$ cat config.mk
export PLATFORM = sky130hd
export DESIGN_NAME = note_sequencer
export DESIGN_NICKNAME = d
export VERILOG_FILES = /design/src/rtl/note_sequencer.sv
export SDC_FILE = /design/constraint.sdc
export NUM_CORES = 1
export LEC_CHECK = 0
export CAP_MARGIN = 20
export CORE_UTILIZATION = 60
export DETAILED_ROUTE_END_ITERATION = 7
export DONT_BUFFER_PORTS = 1
export PLACE_DENSITY = 0.77
export SYNTH_ARGS = -nofsm -noshare
export SYNTH_HDL_FRONTEND = slang
export SYNTH_SLANG_ARGS = --single-unit
$ cat constraint.sdc
create_clock -name clk -period 3.3 [get_ports clk]
set_input_delay 0.33 -clock clk [delete_from_list [all_inputs] [get_ports clk]]
set_output_delay 0.33 -clock clk [all_outputs]
set_load 0.005 [all_outputs]
$ cat src/rtl/note_sequencer.sv
// Song sequencer: walks an internal note table, holds each note for its
// beat count and drives a square-wave buzzer; pauses freeze the position.
module note_sequencer #(
  parameter int TICK_DIV = 4,
  parameter int SONG_LEN = 8,
  parameter int BASE     = 1,
  parameter int LOOP     = 0
) (
  input  logic                        clk,
  input  logic                        reset,
  input  logic                        play,
  output logic                        buzzer,
  output logic [2:0]                  note,
  output logic [$clog2(SONG_LEN)-1:0] note_idx,
  output logic                        tocando,
  output logic                        fim
);

  localparam int IW  = $clog2(SONG_LEN);
  localparam int TW  = $clog2(TICK_DIV);
  localparam int TNW = $clog2(8 * BASE);

  localparam logic [1:0] S_IDLE  = 2'd0;
  localparam logic [1:0] S_PLAY  = 2'd1;
  localparam logic [1:0] S_PAUSE = 2'd2;
  localparam logic [1:0] S_DONE  = 2'd3;

  localparam logic [IW-1:0] LAST  = IW'(SONG_LEN - 1);
  localparam logic [TW-1:0] T_TOP = TW'(TICK_DIV - 1);

  logic [1:0]     state;
  logic [IW-1:0]  idx;
  logic [TW-1:0]  tick;
  logic [1:0]     beat;
  logic [TNW-1:0] tone;
  logic           phase;

  logic [2:0]     note_w;
  logic [1:0]     beat_top;
  logic [TNW-1:0] tone_top;
  logic           tick_wrap;
  logic           note_end;

  function automatic logic [2:0] note_of(input logic [IW-1:0] i);
    if (int'(i) == 3) return 3'd0;
    return 3'((int'(i) % 7) + 1);
  endfunction

  function automatic logic [1:0] beat_top_of(input logic [IW-1:0] i);
    return 2'(int'(i) % 4);
  endfunction

  // Song table lookup and end-of-tick / end-of-note decode
  always_comb begin
    note_w    = note_of(idx);
    beat_top  = beat_top_of(idx);
    tone_top  = TNW'(BASE * (8 - int'(note_w)) - 1);
    tick_wrap = (tick == T_TOP);
    note_end  = tick_wrap && (beat == beat_top);
  end

  // Sequencer state, position counters and tone phase
  always_ff @(posedge clk) begin
    if (reset) begin
      state <= S_IDLE;
      idx   <= '0;
      tick  <= '0;
      beat  <= '0;
      tone  <= '0;
      phase <= 1'b0;
    end else begin
      case (state)
        S_IDLE: begin
          if (play) begin
            state <= S_PLAY;
            idx   <= '0;
            tick  <= '0;
            beat  <= '0;
            tone  <= '0;
            phase <= 1'b0;
          end
        end
        S_PLAY: begin
          if (!play) begin
            state <= S_PAUSE;
          end else if (note_end) begin
            tick  <= '0;
            beat  <= '0;
            tone  <= '0;
            phase <= 1'b0;
            if (idx == LAST) begin
              if (LOOP != 0) idx <= '0;
              else state <= S_DONE;
            end else begin
              idx <= idx + 1'b1;
            end
          end else begin
            if (tick_wrap) begin
              tick <= '0;
              beat <= beat + 2'd1;
            end else begin
              tick <= tick + 1'b1;
            end
            if (note_w != 3'd0) begin
              if (tone == tone_top) begin
                tone  <= '0;
                phase <= ~phase;
              end else begin
                tone <= tone + 1'b1;
              end
            end
          end
        end
        S_PAUSE: begin
          if (play) state <= S_PLAY;
        end
        S_DONE: begin
          if (!play) begin
            state <= S_IDLE;
            idx   <= '0;
          end
        end
        default: state <= S_IDLE;
      endcase
    end
  end

  // Outputs decoded from registered state only
  always_comb begin
    buzzer   = phase && (state == S_PLAY);
    note     = note_w;
    note_idx = idx;
    tocando  = (state == S_PLAY);
    fim      = (state == S_DONE);
  end

endmodule
==> results of run 1 <==
-- sequential cells by signal, indices dropped and copies added (netlist names) --
register	cells
note_idx	3
tone	3
beat	2
state	2
tick	2
phase	1
-- critical path, delay by kind of cell, from the launching register on --
family	cells	cell delay, ns
fa+ha+maj	2	0.51
compound gates	5	1.03
simple gates	1	0.15
flops	1	0.50
-- area by class of cell --
| cell class | instances | share of cell area [%] |
|---|---|---|
| clock buffers | 4 | 3.12 |
| inverters | 8 | 3.56 |
| multi-input cells | 72 | 60.4 |
| flip-flops and latches | 13 | 30.9 |
| well taps | 14 | 2.08 |
-- cell families after synthesis --
kind of cell / count (synthesis)
simple gates: 36
flops: 13
xor+xnor: 7
fa+ha+maj: 6
buf+inv: 9
compound gates: 23
-- metal layers --
metal,share of wire (%),track usage (%)
met1,48,27.2
met2,45,38.8
met3,4.6,7.51
met4,2.3,12.9
met5,0,0
-- metrics by stage --
step	cells	cell area, µm²	utilization [%]
after global placement	107	817	69.8
after detailed placement	107	817	69.8
after CTS	111	843	72.0
final	111	843	72.0
after global routing	111	843	72.0
after floorplan	94	803	-
-- cells in the final DEF, fill, tap and decap left out, drive strengths merged, types with 4 or more instances in the layout --
cell type  netlist  layout
dfxtp           13      13
nand3            4       4
xnor2            5       5
nand3b           4       4
nand2            7       7
clkbuf           1       4
inv              8       8
o21ai            4       4
ha               6       6
a21oi            9       9
nor2             6       6
-- power by group through the flow --
| stage | registers, W | clock network (W) | logic, W |
|---|---|---|---|
| after floorplan | 0.000168 | 0 | 0.0000273 |
| after global placement | 0.000169 | 0 | 0.0000302 |
| after detailed placement | 0.000169 | 0 | 0.0000304 |
| after CTS | 0.000165 | 0.000105 | 0.0000306 |
| after global routing | 0.000166 | 0.000110 | 0.0000340 |
| final | 0.000165 | 0.000102 | 0.0000307 |
-- how the worst max path moves through the flow --
stage | end | slack [ns] | cells after the start
2_1_floorplan | tone[2]$_SDFFE_PP0P_ | 1.23 | 8
3_3_place_gp | tone[2]$_SDFFE_PP0P_ | 1.14 | 8
3_5_place_dp | tone[2]$_SDFFE_PP0P_ | 1.05 | 8
4_1_cts | tone[2]$_SDFFE_PP0P_ | 1.03 | 8
5_1_grt | tone[2]$_SDFFE_PP0P_ | 0.87 | 8
6_report | tone[2]$_SDFFE_PP0P_ | 1.04 | 8
==> flow_summary.json, run 1 <==
{
  "cp_common_cell": "ha_1",
  "worst_slack_ns": 1.04,
  "drcViolationCount": 0,
  "final_max_slew_viol_count": 0,
  "status": "complete, no violations",
  "critPathRequiredTime_ns": 3.50,
  "yosys-top-cells-area": "dfxtp_1, ha_1, xnor2_1",
  "grt_pass1_wl_um": 2390,
  "path_cells": "ha_1 -> ha_1 -> nand3b_1 -> a21o_2 -> a21oi_4 -> o41a_4 -> o31a_1 -> o32ai_2",
  "diodes": 0,
  "critPathArrivalTime_ns": 2.47,
  "first_pass_iters": 2,
  "async_flop_share_pct": 0,
  "finalSetupViolCount": 0,
  "rr_worst_depth": 8,
  "totalPowerFinal_w": 0.000299,
  "synth_fp_nets": 103,
  "ys_seq_elements": 13,
  "worstHoldStart": "reset",
  "seq_area_um2": 260,
  "htreeDepth": 1,
  "path_max_fanout": 8,
  "synth-compound-area-share_pct": 22.4,
  "coreArea_um2": 1170,
  "start_kind": "flop",
  "post_drt_wl_per_cell_um": 13.4,
  "cp_slowest_cell": "dfxtp_1",
  "initial_core_util_pct": 68.6,
  "layout.nets": 107,
  "clk_path_buf_depth": 2,
  "vias_per_cell": 5.86,
  "first_global_vias": 575,
  "hold_class": "in -> reg",
  "finalCritPeriodShare_pct": 68.6,
  "synth_top_family_by_area": "simple AND/OR/NAND/NOR gates",
  "crit_start": "note_idx[0]$_SDFFE_PP0P_",
  "ys.flop_type": "dfxtp_1",
  "synthAdderAreaFrac_pct": 9.35,
  "dp_hpwl_um": 1090,
  "synthMuxAreaShare_pct": 0,
  "ant_nets": 0,
  "n_fill_cell": 96,
  "r2r_end": "tone[2]$_SDFFE_PP0P_",
  "antenna_found_initial": 0,
  "gp_congestion": 0.695,
  "drtIter0Drc": 6,
  "holdWs_ns": 0.102,
  "synth_warnings": 0,
  "synth_xor_area_share_pct": 7.63,
  "ios": 12,
  "synth.distinct_cells": 31,
  "grt_max_degree": 14,
  "clockPowerShare_pct": 34.3,
  "cts_setup_buffers": 0,
  "internal-power_w": 0.000220,
  "yosysMostFrequentCell": "dfxtp_1",
  "setup_tns_ns": 0,
  "p_per_area_nw_per_um2": 354,
  "avgSynthCellArea_um2": 8.55,
  "max-slew-margin-rel_pct": 64.5,
  "cts.sinks": 13,
  "routed_wl_um": 1490,
  "dieWidth_um": 38.6,
  "overflow": 0,
  "grt.total_usage_pct": 23.8,
  "p_leak_nw": 0.309,
  "io_buffers": 0,
  "slowest_delay_ns": 0.50,
  "synth-edff-count": 0,
  "finalHoldViolCount": 0,
  "cts_buffers": 3,
  "seq_area_frac_synth_pct": 32.4,
  "die_h_um": 38.6,
  "fp.dieArea_um2": 1490,
  "synthSimpleGateAreaFrac_pct": 24.0,
  "hold_path_end": "note_idx[2]$_SDFFE_PP0P_",
  "crit_type": "reg -> reg",
  "min_delay_path_depth": 1,
  "fmaxAchievable_ghz": 0.442,
  "combPwrFrac_pct": 10.3,
  "num_vias": 651,
  "reg2reg_from": "note_idx[0]$_SDFFE_PP0P_",
  "tightest_slew_ns": 0.527,
  "endpoint_kind": "flop",
  "cts_tree": "built",
  "rsz0062_at_grt": "no",
  "root_buffer": "clkbuf_4",
  "switching_share_pct": 26.2,
  "p_seq_share_pct": 55.4,
  "fin_skew_ns": 0.00529,
  "min_period_ns": 2.26,
  "fp-row-count": 12,
  "synth_common_cells": "dfxtp_1, a21oi_1, inv_1",
  "syn-cell-area_um2": 803,
  "p_switching_w": 0.0000782,
  "layout-drive-gt1-share_pct": 10.3,
  "syn_to_final_growth_pct": 4.98,
  "synth_top_cell_area_share_pct": 32.4,
  "yosys.area.top_type": "dfxtp_1",
  "netlist_instances": 94,
  "multiInputGateArea_um2": 509,
  "pre_cts_slack_ns": 1.05,
  "irDropWorstVdd_v": 0.000251,
  "r2r_slack_ns": 1.04,
  "clk_pin_slew_ns": 0.08,
  "clk_latency_ns": 0.28,
  "cts_hold_buf": 0,
  "drv_cap": 0,
  "post_cts_resized": 0
}
Power figures use the tool's default switching activity.
==> run 2, diff against run 1 <==
--- a/config.mk
+++ b/config.mk
@@ -6,10 +6,10 @@
 export NUM_CORES = 1
 export LEC_CHECK = 0
 export CAP_MARGIN = 20
-export CORE_UTILIZATION = 60
+export CORE_UTILIZATION = 59
 export DETAILED_ROUTE_END_ITERATION = 7
 export DONT_BUFFER_PORTS = 1
-export PLACE_DENSITY = 0.77
+export PLACE_DENSITY = 0.76
 export SYNTH_ARGS = -nofsm -noshare
 export SYNTH_HDL_FRONTEND = slang
 export SYNTH_SLANG_ARGS = --single-unit
==> constraint.sdc (replaced) <==
create_clock -name clk -period 2.1 [get_ports clk]
set_input_delay 0.21 -clock clk [delete_from_list [all_inputs] [get_ports clk]]
set_output_delay 0.21 -clock clk [all_outputs]
set_load 0.005 [all_outputs]
==> run 2 against run 1 <==
  * Sequential share of layout area decreased by 3.0 points
  * Combinational power is 98% higher
  * Register-to-register slack lost 0.95 ns
  * Critical path depth decreased by 2
  * Flip-flop and latch count unchanged
  * Power is 58% higher
  * Wire length is 11% higher
  * Count of clock-buffer cells in the layout is the same
  * Setup slack worse by 0.96 ns
  * Global-route usage down 0.18 points
==> flow_summary.json, run 2 (synthesis gave the netlist of run 1 again) <==
{
  "drv_cap": 0,
  "highest_layer": "met4",
  "finalHoldViolCount": 0,
  "gp_congestion": 0.750,
  "crit_type": "reg -> out",
  "path_max_fanout": 5,
  "grt_pass1_wl_um": 2440,
  "ios": 12,
  "antenna_found_initial": 0,
  "start_kind": "flop",
  "post_drt_wl_per_cell_um": 13.8,
  "critPathRequiredTime_ns": 1.89,
  "multiInputGateArea_um2": 527,
  "clk_path_buf_depth": 2,
  "endpoint_kind": "output port",
  "grt.total_usage_pct": 23.6,
  "drtIter0Drc": 13,
  "vias_per_cell": 6.01,
  "cts.sinks": 13,
  "clk_pin_slew_ns": 0.08,
  "final_max_slew_viol_count": 0,
  "max-slew-margin-rel_pct": 68.4,
  "finalCritPeriodShare_pct": 96.3,
  "r2r_slack_ns": 0.09,
  "layout.nets": 116,
  "dieWidth_um": 38.9,
  "mostFrequentLayoutCells": "dfxtp_1, inv_1, a21oi_1",
  "cts_tree": "built",
  "fp-row-count": 12,
  "seq_area_um2": 260,
  "routed_wl_um": 1660,
  "hold_class": "in -> reg",
  "path_cells": "ha_1 -> ha_4 -> nand3b_1 -> a21o_2 -> a21oi_4 -> buf_4",
  "min_period_ns": 2.02,
  "final_common_cell": "dfxtp_1",
  "drt-met1-wl_um": 763,
  "coreArea_um2": 1190,
  "fp.dieArea_um2": 1510,
  "rsz0062_at_grt": "no",
  "die_h_um": 38.9,
  "drcViolationCount": 0,
  "placed_cells": 114,
  "dp_hpwl_um": 1220,
  "initial_core_util_pct": 67.7,
  "root_buffer": "clkbuf_4",
  "grt_max_degree": 9,
  "cp_slowest_cell": "dfxtp_1",
  "fmaxAchievable_ghz": 0.495,
  "layout-drive-gt1-share_pct": 17.9,
  "cts_buffers": 3,
  "wl_met2_um": 798,
  "htreeDepth": 1,
  "io_buffers": 0,
  "cts_setup_buffers": 0,
  "n_fill_cell": 83,
  "rr_worst_depth": 8,
  "worst_slack_ns": 0.0787,
  "setup_tns_ns": 0,
  "slowest_delay_ns": 0.32,
  "ant_nets": 0,
  "pre_cts_slack_ns": 0.00613,
  "tightest_slew_ns": 0.469,
  "final_cells": 120,
  "syn_to_final_growth_pct": 16.2,
  "irDropWorstVdd_v": 0.000387,
  "clk_latency_ns": 0.27,
  "first_pass_iters": 4,
  "p_per_area_nw_per_um2": 507,
  "critPathArrivalTime_ns": 1.81,
  "diodes": 0,
  "p_leak_nw": 0.351,
  "fin_skew_ns": 0.00256,
  "overflow": 0,
  "status": "complete, no violations",
  "min_delay_path_depth": 1,
  "num_vias": 721,
  "finalSetupViolCount": 0,
  "route.met3.wl_um": 86,
  "first_global_vias": 599
}
-- run 2: changes by cell type in the layout (fill, tap and decap cells not counted), sizes merged --
| cell | before | now |
|---|---|---|
| buf | 0 | 7 |
| dlygate4sd3 | 0 | 2 |
-- run 2: through the flow --
stage	area, µm²	util (%)	power [W]	hold WS [ns]
CTS	908	76.6	0.000474	0.00357
floorplan	803	-	0.000307	0.301
finish	933	78.7	0.000473	0.0190
global placement	870	73.3	0.000318	0.281
global route	933	78.7	0.000491	0.0112
detailed placement	870	73.3	0.000319	0.283
-- run 2: final cells by class --
class / instances / share of cell area [%]
multi-input combinational: 72 / 56.4
sequential: 13 / 27.9
timing repair buffer: 9 / 7.77
inverter: 8 / 3.22
clock buffer: 4 / 2.82
tap: 14 / 1.88
-- run 2: what timing repair did --
action,CTS,global route
endpoints found under the hold margin,6,1
hold buffers,1,1
endpoints found under the setup margin,1,1
resized for setup,1,2
-- run 2: critical path: cells and delay by family (launching register included) --
kind	cells	cell delay [ns]
AO/OA/AOI/OAI	2	0.44
buffers and inverters	1	0.14
flip-flops	1	0.32
adder cells (fa/ha/maj)	2	0.44
AND/OR/NAND/NOR	1	0.19
-- run 2: path summary, 6_finish.rpt --
path,from,to
max,note_idx[0]$_SDFFE_PP0P_,note[2]
min,reset,state[1]$_SDFFE_PP0P_
max reg2reg,note_idx[0]$_SDFFE_PP0P_,tone[2]$_SDFFE_PP0P_
min reg2reg,tick[1]$_SDFFE_PP0P_,tick[1]$_SDFFE_PP0P_
-- run 2: power by group --
part,internal [W],switching (W)
combinational,0.0000268,0.0000340
clock,0.0000735,0.0000803
sequential,0.000252,0.00000588
-- run 2: metal layers --
layer  GRT usage [%]  vias up
met1            28.5      343
met3            6.94        2
met4            7.76        0
met5               0        -
li1                -      359
met2            39.6       17
==> run 3, diff against run 2 <==
--- a/config.mk
+++ b/config.mk
@@ -6,10 +6,11 @@
 export NUM_CORES = 1
 export LEC_CHECK = 0
 export CAP_MARGIN = 20
-export CORE_UTILIZATION = 59
+export CORE_UTILIZATION = 40
 export DETAILED_ROUTE_END_ITERATION = 7
 export DONT_BUFFER_PORTS = 1
-export PLACE_DENSITY = 0.76
+export PLACE_DENSITY = 0.55
+export REMOVE_ABC_BUFFERS = 1
 export SYNTH_ARGS = -nofsm -noshare
 export SYNTH_HDL_FRONTEND = slang
 export SYNTH_SLANG_ARGS = --single-unit
==> run 3 against run 2 <==
  * Sequential power is essentially flat
  * Wire length increased by 2.9%
  * Global-route usage fell by 6.5 points
  * Setup slack gained 0.038 ns
  * Flip-flop and latch count did not move
  * Core utilization shrank 26 points
  * Worst hold slack better by 0.0064 ns
  * Via count shrank 1.8%
  * Count of clock-buffer cells in the layout is 1 lower
  * Clock skew hardly changed
==> flow_summary.json, run 3 (synthesis gave the netlist of run 1 again) <==
{
  "placed_cells": 125,
  "drv_cap": 0,
  "max-slew-margin-rel_pct": 70.8,
  "cts.sinks": 13,
  "holdWs_ns": 0.0255,
  "layout.nets": 115,
  "overflow": 0,
  "final_common_cell": "dfxtp_1",
  "root_buffer": "clkbuf_4",
  "hold_class": "in -> reg",
  "ios": 12,
  "critPathRequiredTime_ns": 1.89,
  "cts_tree": "built",
  "fp.dieArea_um2": 2190,
  "gp_congestion": 0.747,
  "drtIter0Drc": 12,
  "num_vias": 708,
  "finalSetupViolCount": 0,
  "grt_max_degree": 9,
  "final_max_slew_viol_count": 0,
  "grt.total_usage_pct": 17.1,
  "multiInputGateArea_um2": 537,
  "p_leak_nw": 0.355,
  "routed_wl_um": 1710,
  "clk_latency_ns": 0.28,
  "layout-drive-gt1-share_pct": 21.0,
  "path_cells": "ha_2 -> ha_4 -> nand3b_1 -> a21o_2 -> a21oi_4 -> buf_4",
  "status": "complete, no violations",
  "dp_hpwl_um": 1240,
  "first_global_vias": 593,
  "rsz0062_at_grt": "no",
  "clk_path_buf_depth": 2,
  "dieWidth_um": 46.8,
  "n_fill_cell": 183,
  "cts_buffers": 3,
  "reg2reg_from": "note_idx[0]$_SDFFE_PP0P_",
  "seq_area_um2": 260,
  "vias_per_cell": 5.45,
  "initial_core_util_pct": 44.6,
  "crit_type": "reg -> out",
  "tightest_slew_ns": 0.433,
  "clk_pin_slew_ns": 0.08,
  "drcViolationCount": 0,
  "mostFrequentLayoutCells": "dfxtp_1, inv_1, a21oi_1",
  "path_max_fanout": 5,
  "r2r_slack_ns": 0.13,
  "htreeDepth": 1,
  "p_per_area_nw_per_um2": 499,
  "crit_buf_inv": 1,
  "irDropWorstVdd_v": 0.000355,
  "setup_tns_ns": 0,
  "cp_slowest_cell": "dfxtp_1",
  "start_kind": "flop",
  "first_pass_iters": 4,
  "slowest_delay_ns": 0.32,
  "post_drt_wl_per_cell_um": 13.1,
  "finalHoldViolCount": 0,
  "diodes": 0,
  "fin_skew_ns": 0.00299,
  "crit_start": "note_idx[0]$_SDFFE_PP0P_",
  "crit_family": "compound AO/OA/AOI/OAI gates",
  "critPathArrivalTime_ns": 1.77,
  "endpoint_kind": "output port",
  "io_buffers": 0,
  "worstHoldStart": "reset",
  "ant_nets": 0,
  "die_h_um": 46.8,
  "syn_to_final_growth_pct": 18.1,
  "grt_pass1_wl_um": 2620,
  "min_period_ns": 1.98,
  "fp-row-count": 15,
  "antenna_found_initial": 0,
  "final_cells": 130,
  "finalCritPeriodShare_pct": 94.4,
  "cts_setup_buffers": 0,
  "coreArea_um2": 1800,
  "fmaxAchievable_ghz": 0.504
}
==> run 3: worst register-to-register path, stage by stage (launching register included) <==
cell and delay (ns):
dfxtp_1 0.35, ha_2 0.22, ha_4 0.16, nand3b_1 0.14
a21o_2 0.16, a21oi_4 0.07, o41a_4 0.47, o31a_1 0.13
o32ai_2 0.18
==> run 3: metal layers <==
metal | vias up | part of all wire (%) | wire (µm) | track usage, %
met5 | - | 0 | 0 | 0
met4 | 0 | 0.88 | 15 | 5.14
met3 | 2 | 5.0 | 86 | 6.54
met2 | 14 | 46 | 790 | 25.6
met1 | 334 | 48 | 813 | 23.0
li1 | 358 | - | - | -
==> run 3: layout make-up <==
type | count | share of cell area [%]
clock buffers | 3 | 2.37
well taps | 25 | 3.30
flip-flops and latches | 13 | 27.4
multi-input cells | 72 | 56.6
inverters | 8 | 3.17
repair buffers | 8 | 6.60
clock inverters | 1 | 0.528
==> run 3: per-stage QoR <==
stage | utilization [%] | area (µm²) | setup WS, ns | power, W
after detailed placement | 49.0 | 883 | 0.0377 | 0.000320
final | 52.6 | 948 | 0.117 | 0.000474
after floorplan | - | 800 | 0.0255 | 0.000305
after global routing | 52.6 | 948 | 0.0314 | 0.000501
after CTS | 51.1 | 921 | 0.0203 | 0.000484
after global placement | 49.0 | 883 | 0.0931 | 0.000319
==> run 3: final timing paths <==
| path | endpoint | cells past startpoint |
|---|---|---|
| hold reg to reg | tick[1]$_SDFFE_PP0P_ | 2 |
| setup / recovery | note[2] | 6 |
| hold / removal | state[1]$_SDFFE_PP0P_ | 1 |
| setup reg to reg | tone[2]$_SDFFE_PP0P_ | 8 |
==> run 3: where the power goes <==
group	switching (W)	leakage, nW	internal, W
sequential	0.00000609	0.106	0.000252
clock	0.0000849	0.0177	0.0000706
combinational	0.0000339	0.231	0.0000257
total	0.000125	0.355	0.000349
==> run 3: timing repair <==
| item | CTS | global route |
|---|---|---|
| setup endpoints to repair | 0 | 5 |
| hold endpoints to repair | 7 | 0 |
| hold buffers | 1 | 0 |
| resized for setup | 0 | 5 |
